===== src/rtl/array_pkg.sv =====
// Shared types and default sizing for the array access controller and its attached array.
package array_pkg;

    localparam int ARR_WIDTH    = 8;
    localparam int ARR_DEPTH    = 2048;
    localparam int ARR_MAXBURST = 8;

    typedef enum logic [2:0] {
        IDLE,
        WR,
        RD_ISSUE,
        RD_CAP,
        RD_HOLD
    } arr_state_t;

endpackage : array_pkg


===== src/rtl/array_access_ctrl_if.sv =====
// Requester-side bundle: burst request, write-data stream, read-data stream and busy.
interface array_access_ctrl_if
    import array_pkg::*;
#(
    parameter int WIDTH    = ARR_WIDTH,
    parameter int DEPTH    = ARR_DEPTH,
    parameter int MAXBURST = ARR_MAXBURST
);
    localparam int AW = $clog2(DEPTH);
    localparam int LW = $clog2(MAXBURST);

    logic             req_valid;
    logic             req_ready;
    logic             req_write;
    logic [AW-1:0]    req_addr;
    logic [LW-1:0]    req_len;

    logic             wr_valid;
    logic             wr_ready;
    logic [WIDTH-1:0] wr_data;

    logic             rd_valid;
    logic             rd_ready;
    logic [WIDTH-1:0] rd_data;

    logic             busy;

    modport master (
        output req_valid, req_write, req_addr, req_len,
        output wr_valid, wr_data,
        output rd_ready,
        input  req_ready, wr_ready, rd_valid, rd_data, busy
    );

    modport slave (
        input  req_valid, req_write, req_addr, req_len,
        input  wr_valid, wr_data,
        input  rd_ready,
        output req_ready, wr_ready, rd_valid, rd_data, busy
    );

endinterface : array_access_ctrl_if


===== src/rtl/array_access_ctrl.sv =====
// Burst controller turning request/stream handshakes into single-word accesses on a
// registered-read array port: one write per cycle, one read per three cycles.
module array_access_ctrl
    import array_pkg::*;
#(
    parameter int WIDTH    = ARR_WIDTH,
    parameter int DEPTH    = ARR_DEPTH,
    parameter int MAXBURST = ARR_MAXBURST,
    localparam int AW      = $clog2(DEPTH),
    localparam int LW      = $clog2(MAXBURST)
) (
    input  logic                clk,
    input  logic                rst,
    array_access_ctrl_if.slave  bus,
    output logic [AW-1:0]       mem_addr,
    output logic                mem_rd_o_wr,
    output logic [WIDTH-1:0]    mem_i_data,
    input  logic [WIDTH-1:0]    mem_o_data
);

    arr_state_t       state, state_next;
    logic [AW-1:0]    cur_addr;
    logic [LW-1:0]    beats_left;
    logic             rd_valid_q;
    logic [WIDTH-1:0] rd_data_q;

    assign bus.rd_valid = rd_valid_q;
    assign bus.rd_data  = rd_data_q;
    assign bus.busy     = (state != IDLE);

    // cur_addr is exactly AW bits wide, so DEPTH-1 wraps to 0 for free.
    always_ff @(posedge clk) begin
        if (rst) begin
            state      <= IDLE;
            cur_addr   <= '0;
            beats_left <= '0;
            rd_valid_q <= 1'b0;
            rd_data_q  <= '0;
        end else begin
            state <= state_next;
            unique case (state)
                IDLE: begin
                    if (bus.req_valid) begin
                        cur_addr   <= bus.req_addr;
                        beats_left <= bus.req_len;
                    end
                end
                WR: begin
                    if (bus.wr_valid) begin
                        cur_addr <= cur_addr + 1'b1;
                        if (beats_left != '0) beats_left <= beats_left - 1'b1;
                    end
                end
                RD_ISSUE: ;
                RD_CAP: begin
                    rd_data_q  <= mem_o_data;
                    rd_valid_q <= 1'b1;
                end
                RD_HOLD: begin
                    if (bus.rd_ready) begin
                        rd_valid_q <= 1'b0;
                        cur_addr   <= cur_addr + 1'b1;
                        if (beats_left != '0) beats_left <= beats_left - 1'b1;
                    end
                end
                default: ;
            endcase
        end
    end

    // NOTE: every output gets a default before the case so no path leaves one unassigned (no latch).
    always_comb begin
        state_next    = state;
        bus.req_ready = 1'b0;
        bus.wr_ready  = 1'b0;
        mem_rd_o_wr   = 1'b0;
        mem_addr      = cur_addr;
        mem_i_data    = bus.wr_data;

        // Reset overrides the handshakes so nothing is accepted or written while rst is high.
        if (!rst) begin
            unique case (state)
                IDLE: begin
                    bus.req_ready = 1'b1;
                    if (bus.req_valid) state_next = bus.req_write ? WR : RD_ISSUE;
                end
                WR: begin
                    bus.wr_ready = 1'b1;
                    mem_rd_o_wr  = bus.wr_valid;
                    if (bus.wr_valid && beats_left == '0) state_next = IDLE;
                end
                RD_ISSUE: state_next = RD_CAP;
                RD_CAP:   state_next = RD_HOLD;
                RD_HOLD: begin
                    if (bus.rd_ready) state_next = (beats_left == '0) ? IDLE : RD_ISSUE;
                end
                default: state_next = IDLE;
            endcase
        end
    end

endmodule : array_access_ctrl


===== src/flat_wrapper.sv =====
// flat-port wrapper written by rule: the top's interface ports become plain ports
module array_access_ctrl_flat import array_pkg::*;
#(
    parameter int WIDTH    = ARR_WIDTH,
    parameter int DEPTH    = ARR_DEPTH,
    parameter int MAXBURST = ARR_MAXBURST,
    localparam int AW      = $clog2(DEPTH),
    localparam int LW      = $clog2(MAXBURST)
)
  (clk, rst, mem_addr, mem_rd_o_wr, mem_i_data, mem_o_data, bus_req_valid, bus_req_write, bus_req_addr, bus_req_len, bus_wr_valid, bus_wr_data, bus_rd_ready, bus_req_ready, bus_wr_ready, bus_rd_valid, bus_rd_data, bus_busy);
  array_access_ctrl_if #(.WIDTH(WIDTH), .DEPTH(DEPTH), .MAXBURST(MAXBURST)) bus_i ();
  input  logic clk;
  input  logic rst;
  output logic [AW-1:0] mem_addr;
  output logic mem_rd_o_wr;
  output logic [WIDTH-1:0] mem_i_data;
  input  logic [WIDTH-1:0] mem_o_data;
  input wire logic [$bits(bus_i.req_valid)-1:0] bus_req_valid;
  input wire logic [$bits(bus_i.req_write)-1:0] bus_req_write;
  input wire logic [$bits(bus_i.req_addr)-1:0] bus_req_addr;
  input wire logic [$bits(bus_i.req_len)-1:0] bus_req_len;
  input wire logic [$bits(bus_i.wr_valid)-1:0] bus_wr_valid;
  input wire logic [$bits(bus_i.wr_data)-1:0] bus_wr_data;
  input wire logic [$bits(bus_i.rd_ready)-1:0] bus_rd_ready;
  output wire logic [$bits(bus_i.req_ready)-1:0] bus_req_ready;
  output wire logic [$bits(bus_i.wr_ready)-1:0] bus_wr_ready;
  output wire logic [$bits(bus_i.rd_valid)-1:0] bus_rd_valid;
  output wire logic [$bits(bus_i.rd_data)-1:0] bus_rd_data;
  output wire logic [$bits(bus_i.busy)-1:0] bus_busy;
  assign bus_i.req_valid = bus_req_valid;
  assign bus_i.req_write = bus_req_write;
  assign bus_i.req_addr = bus_req_addr;
  assign bus_i.req_len = bus_req_len;
  assign bus_i.wr_valid = bus_wr_valid;
  assign bus_i.wr_data = bus_wr_data;
  assign bus_i.rd_ready = bus_rd_ready;
  assign bus_req_ready = bus_i.req_ready;
  assign bus_wr_ready = bus_i.wr_ready;
  assign bus_rd_valid = bus_i.rd_valid;
  assign bus_rd_data = bus_i.rd_data;
  assign bus_busy = bus_i.busy;
  array_access_ctrl #(.WIDTH(WIDTH), .DEPTH(DEPTH), .MAXBURST(MAXBURST)) u_core (.clk(clk), .rst(rst), .bus(bus_i), .mem_addr(mem_addr), .mem_rd_o_wr(mem_rd_o_wr), .mem_i_data(mem_i_data), .mem_o_data(mem_o_data));
endmodule

===== config.mk =====
export PLATFORM = sky130hd
export DESIGN_NAME = array_access_ctrl_flat
export DESIGN_NICKNAME = d
export VERILOG_FILES = /design/src/rtl/array_pkg.sv /design/src/rtl/array_access_ctrl_if.sv /design/src/rtl/array_access_ctrl.sv /design/src/flat_wrapper.sv
export SDC_FILE = /design/constraint.sdc
export NUM_CORES = 1
export LEC_CHECK = 0
export CAP_MARGIN = 20
export CORE_ASPECT_RATIO = 0.9
export CORE_MARGIN = 3
export CORE_UTILIZATION = 35
export DETAILED_ROUTE_END_ITERATION = 12
export HOLD_SLACK_MARGIN = 0.06
export PLACE_DENSITY_LB_ADDON = 0.25
export SYNTH_ARGS = -nofsm -noshare
export SYNTH_HDL_FRONTEND = slang
export SYNTH_SLANG_ARGS = --single-unit

===== constraint.sdc =====
create_clock -name clk -period 4.3 [get_ports clk]
set_clock_uncertainty 0.1 [all_clocks]
set_input_delay 0.86 -clock clk [delete_from_list [all_inputs] [get_ports clk]]
set_output_delay 0.86 -clock clk [all_outputs]
set_load 0.005 [all_outputs]

# [Yosys cells after proc, flatten, opt, wreduce, memory -nomap -nowiden]
# Index checks and enable logic that the tools add are counted.
[totals] ff_bits=26
[op_classes] n_addsub=2 n_eq_ne=8 n_mux=23 reduce_logical=10
[ops] cell="$mux 11" count=3
[ops] cell="$pmux 11 s3" count=1
[ops] cell="$mux 3" count=7
[ops] cell="$pmux 3 s5" count=1
[ops] cell="$add 11x1->11 const B" count=1
[ops] cell="$pmux 3 s3" count=1
[ops] cell="$reduce_bool 3->1" count=3
[ops] cell="$mux 1" count=7
[ops] cell="$eq 3x2->1 const B" count=2
[ops] cell="$logic_not 3->1" count=2
[ops] cell="$ne 2x2->1 const B" count=3
[ops] cell="$mux 2" count=2
[ops] cell="$reduce_and 4->1" count=1
[ops] cell="$eq 3x1->1 const B" count=1
[ops] cell="$eq 3x3->1 const B" count=1
[ops] cell="$reduce_and 3->1" count=1
[ops] cell="$sub 3x1->3 const B" count=1
[ops] cell="$ne 2x1->1 const B" count=1
[ops] cell="$pmux 1 s2" count=1
[ops] cell="$reduce_and 2->1" count=1
[ops] cell="$reduce_bool 2->1" count=1
[ops] cell="$logic_and 1x1->1" count=1

# [Logic depth before layout (Yosys ltp)]
[depth] ltp_word=4 ltp_mapped=6

# [Least setup slack after synthesis]
# No wires, ideal clock.
[synth_path] path_kind="input-to-output" from="input port rst" to="output port mem_rd_o_wr" t_arrival_ps=1577 required_ps=3340 setup_slack_ps=1763 cell_stages=3 n_path_buf=1 cell_sequence="clkbuf_1 > nor4b_1 > and2_1"
[synth_between] elab_chain_len=1
[synth_lines] element="start: declaration" line_no="flat_wrapper.sv:13" rtl="input logic rst;"
[synth_lines] element="$mux 1" line_no="array_access_ctrl.sv:81" rtl="if (!rst) begin"
[synth_lines] element="end: declaration" line_no="flat_wrapper.sv:15" rtl="output logic mem_rd_o_wr;"
# Every way passes these cells.

# [Worst setup path after layout]
# Same ends and word-level chain as after synthesis.

==> metrics <==
IO buf count=51; die area=5452 um^2; Post-DP Area=2067 um^2; yosys synthesis warning count=0; drt via density=5.266; Top Ports=68; most used cell, CP=clkdlybuf4s50_1; CP endpoint kind=primary output; hpwl dp=2835 um; syn_nets=241; pin count of the biggest net entering global routing=37; Pins Over Slew Limit=0; startpoint types=primary input; Crit Path Max Fanout=2; Layout fillers=452; Synth top cells by count=dfxtp_1 (26), nand2_1 (26), a21oi_1 (15), buf_4 (11), clkbuf_1 (9); maxcap violations=0; Clock Power Share=23.5%; sw frac=31.82%; hold depth=2; Final Cell Area=2122 um^2; CTS Hold Bufs=0; vias in the first global route=1,521; FMAX=303.3 MHz; initial antenna violation count=0; WHS Endpoint=u_core.bus.rd_data[6]; routability cong.=0.7354; total CTS buffers=3; Root Driver=clkbuf_8; CP Buf/Inv Count=2; via count=1,543; Hold Startpoint=u_core.bus.rd_data[6]; Reg2Reg Setup Slack=1.67 ns; Gates resized, CTS repair=0; critical path class=in2out; Initial DRT Pass Iterations=4; Max IR drop VDD=0.1605 mV; GRT Total Usage=15.77%; WL/cell=14.08 um; count of final setup violators=0; Die Ht=70.35 um; post-route DRC violation count=0; mean post-synth cell area=7.972 um^2; Num Clock Sinks=26; fin crit share=76.66%; post-synthesis cell count=202; post-synth top area share=32.32%; WP data arrival=2.34 ns; worst skew pair latency=0.28 ns; critical path required time=3.34 ns; Period minus WS final=3.297 ns; global-route wire length before repair=7086 um; worst flop-to-flop path startpoint=u_core.state[0]; initial drt markers=101; Crit path largest cell delay=0.49 ns; Slew @ Worst Pin=0.9186 ns; status=complete, no violations; Site Rows=22; worst r2r path cells=4; Int Power=465.5 uW; reg2reg end=u_core.mem_addr[10]; Routed WL=4124 um; grt ovf=0; Fin. Hold Viols=0; P_sw=217.2 uW; worst min path class=reg2reg; H-tree levels=1; nets=273; Main synth FF type=dfxtp_1; leakage=0.7385 nW; largest area contributor in the synthesized netlist=dfxtp_1; Area Overhead vs Synth=31.78%; Post-CTS Setup Bufs=0; synthesized area=1610 um^2; CTS clk-pin slew, worst paths=0.09 ns; RSZ-0062 raised after global routing=no; ys async rst share=0%; Ant. Diodes=0; Seq/Total Area, Yosys=32.32%; Area contributors post-synth=dfxtp_1 (32%), nand2_1 (6.1%), buf_4 (5.1%), a21oi_1 (4.7%), a211oi_1 (2.8%); clk buf depth=2; combinational share of power=33.2%; CTS tree=built; slew margin rel.=38.54%; worst-path cell chain=clkdlybuf4s50_1, nor4b_1, and2_1, clkdlybuf4s50_1; Routed Antenna Nets=0; Slowest cell on crit path=clkdlybuf4s50_1; part of the power in registers=43.3%; number of enable flip-flop cells after synthesis=0; total negative slack=0 ns; synth unique cells=50; DIE WIDTH=77.50 um; Core ar.=4239 um^2; Seq cells post-synth=26; Largest delay share family, worst path=buffers and inverters; layout cells sized above 1=6.009%; Initial Util=37.99%; P per Cell Area=321.7 nW/um^2
[cells by family after synthesis]
kind of cell	synth area share (%)
AO/OA/AOI/OAI	25.25
XOR/XNOR	2.021
adder cells (fa/ha/maj)	2.331
buffers and inverters	10.57
flip-flops	32.32
multiplexers	2.487
AND/OR/NAND/NOR	25.02
[cells in the final DEF, fill, tap and decap left out, drive strengths merged, types with 2 or more instances in the layout]
cell           instances
clkdlybuf4s50         51
nand2                 26
dfxtp                 26
a21oi                 15
nor2                   8
o21ai                  8
inv                    7
a211oi                 6
nand3                  6
nand4                  6
nor4                   4
a31oi                  4
o31ai                  4
mux2i                  4
a211o                  4
clkbuf                 4
and3                   4
nor2b                  3
a221oi                 3
nor3                   3
ha                     3
or3                    2
nor4b                  2
nand3b                 2
a21boi                 2
o211ai                 2
or4                    2
o32ai                  2
a311o                  2
buf                    2
or4b                   2
[sequential cells by signal (all words and copies together) (netlist names)]
signal               flops
u_core.bus.rd_valid      1
u_core.beats_left        3
u_core.state             3
u_core.mem_addr         11
u_core.bus.rd_data       8
[routing by layer]
metal	wire length, um	GRT usage, %
met5	0	0
met4	47	5.138
met3	218	3.479
met2	1849	25.60
met1	2009	20.64
[final cells by class]
type	instances	area, um^2	area share, %
clock buffer	4	55.05	2.594
timing repair buffer	53	525.5	24.76
multi-input combinational	143	919.6	43.34
inverter	7	26.28	1.238
tap	60	75.07	3.538
sequential	26	520.5	24.53
[how the worst max path moves through the flow]
stage	startpoint	to	slack (ns)	cells past startpoint
2_1_floorplan	rst	mem_rd_o_wr	1.76	3
3_3_place_gp	rst	mem_rd_o_wr	1.08	4
3_5_place_dp	rst	mem_rd_o_wr	0.98	4
4_1_cts	rst	mem_rd_o_wr	0.97	4
5_1_grt	rst	mem_rd_o_wr	0.92	4
6_report	rst	mem_rd_o_wr	1.00	4
[power groups by stage]
stage          sequential [mW]  combinational, mW  clock, mW
2_1_floorplan            0.290              0.148          0
3_3_place_gp             0.301              0.226          0
3_5_place_dp             0.301              0.226          0
4_1_cts                  0.296              0.228      0.169
5_1_grt                  0.301              0.250      0.175
6_report                 0.296              0.227      0.160
[per-stage QoR]
step | total power [mW] | hold slack, ns | util (%) | std cells | worst slack (ns)
2_1_floorplan | 0.4373 | 0.3527 | - | 202 | 1.763
3_3_place_gp | 0.5262 | 0.3416 | 48.76 | 289 | 1.085
3_5_place_dp | 0.5278 | 0.3513 | 48.76 | 289 | 0.9846
4_1_cts | 0.6924 | 0.3644 | 50.06 | 293 | 0.9700
5_1_grt | 0.7265 | 0.3763 | 50.06 | 293 | 0.9220
6_report | 0.6827 | 0.3607 | 50.06 | 293 | 1.003
[worst min-delay path, stage by stage, from the launching register on]
cell and delay (ns):
dfxtp_1 0.32, nand2_1 0.05, a21oi_1 0.05
Power figures use the tool's default switching activity.
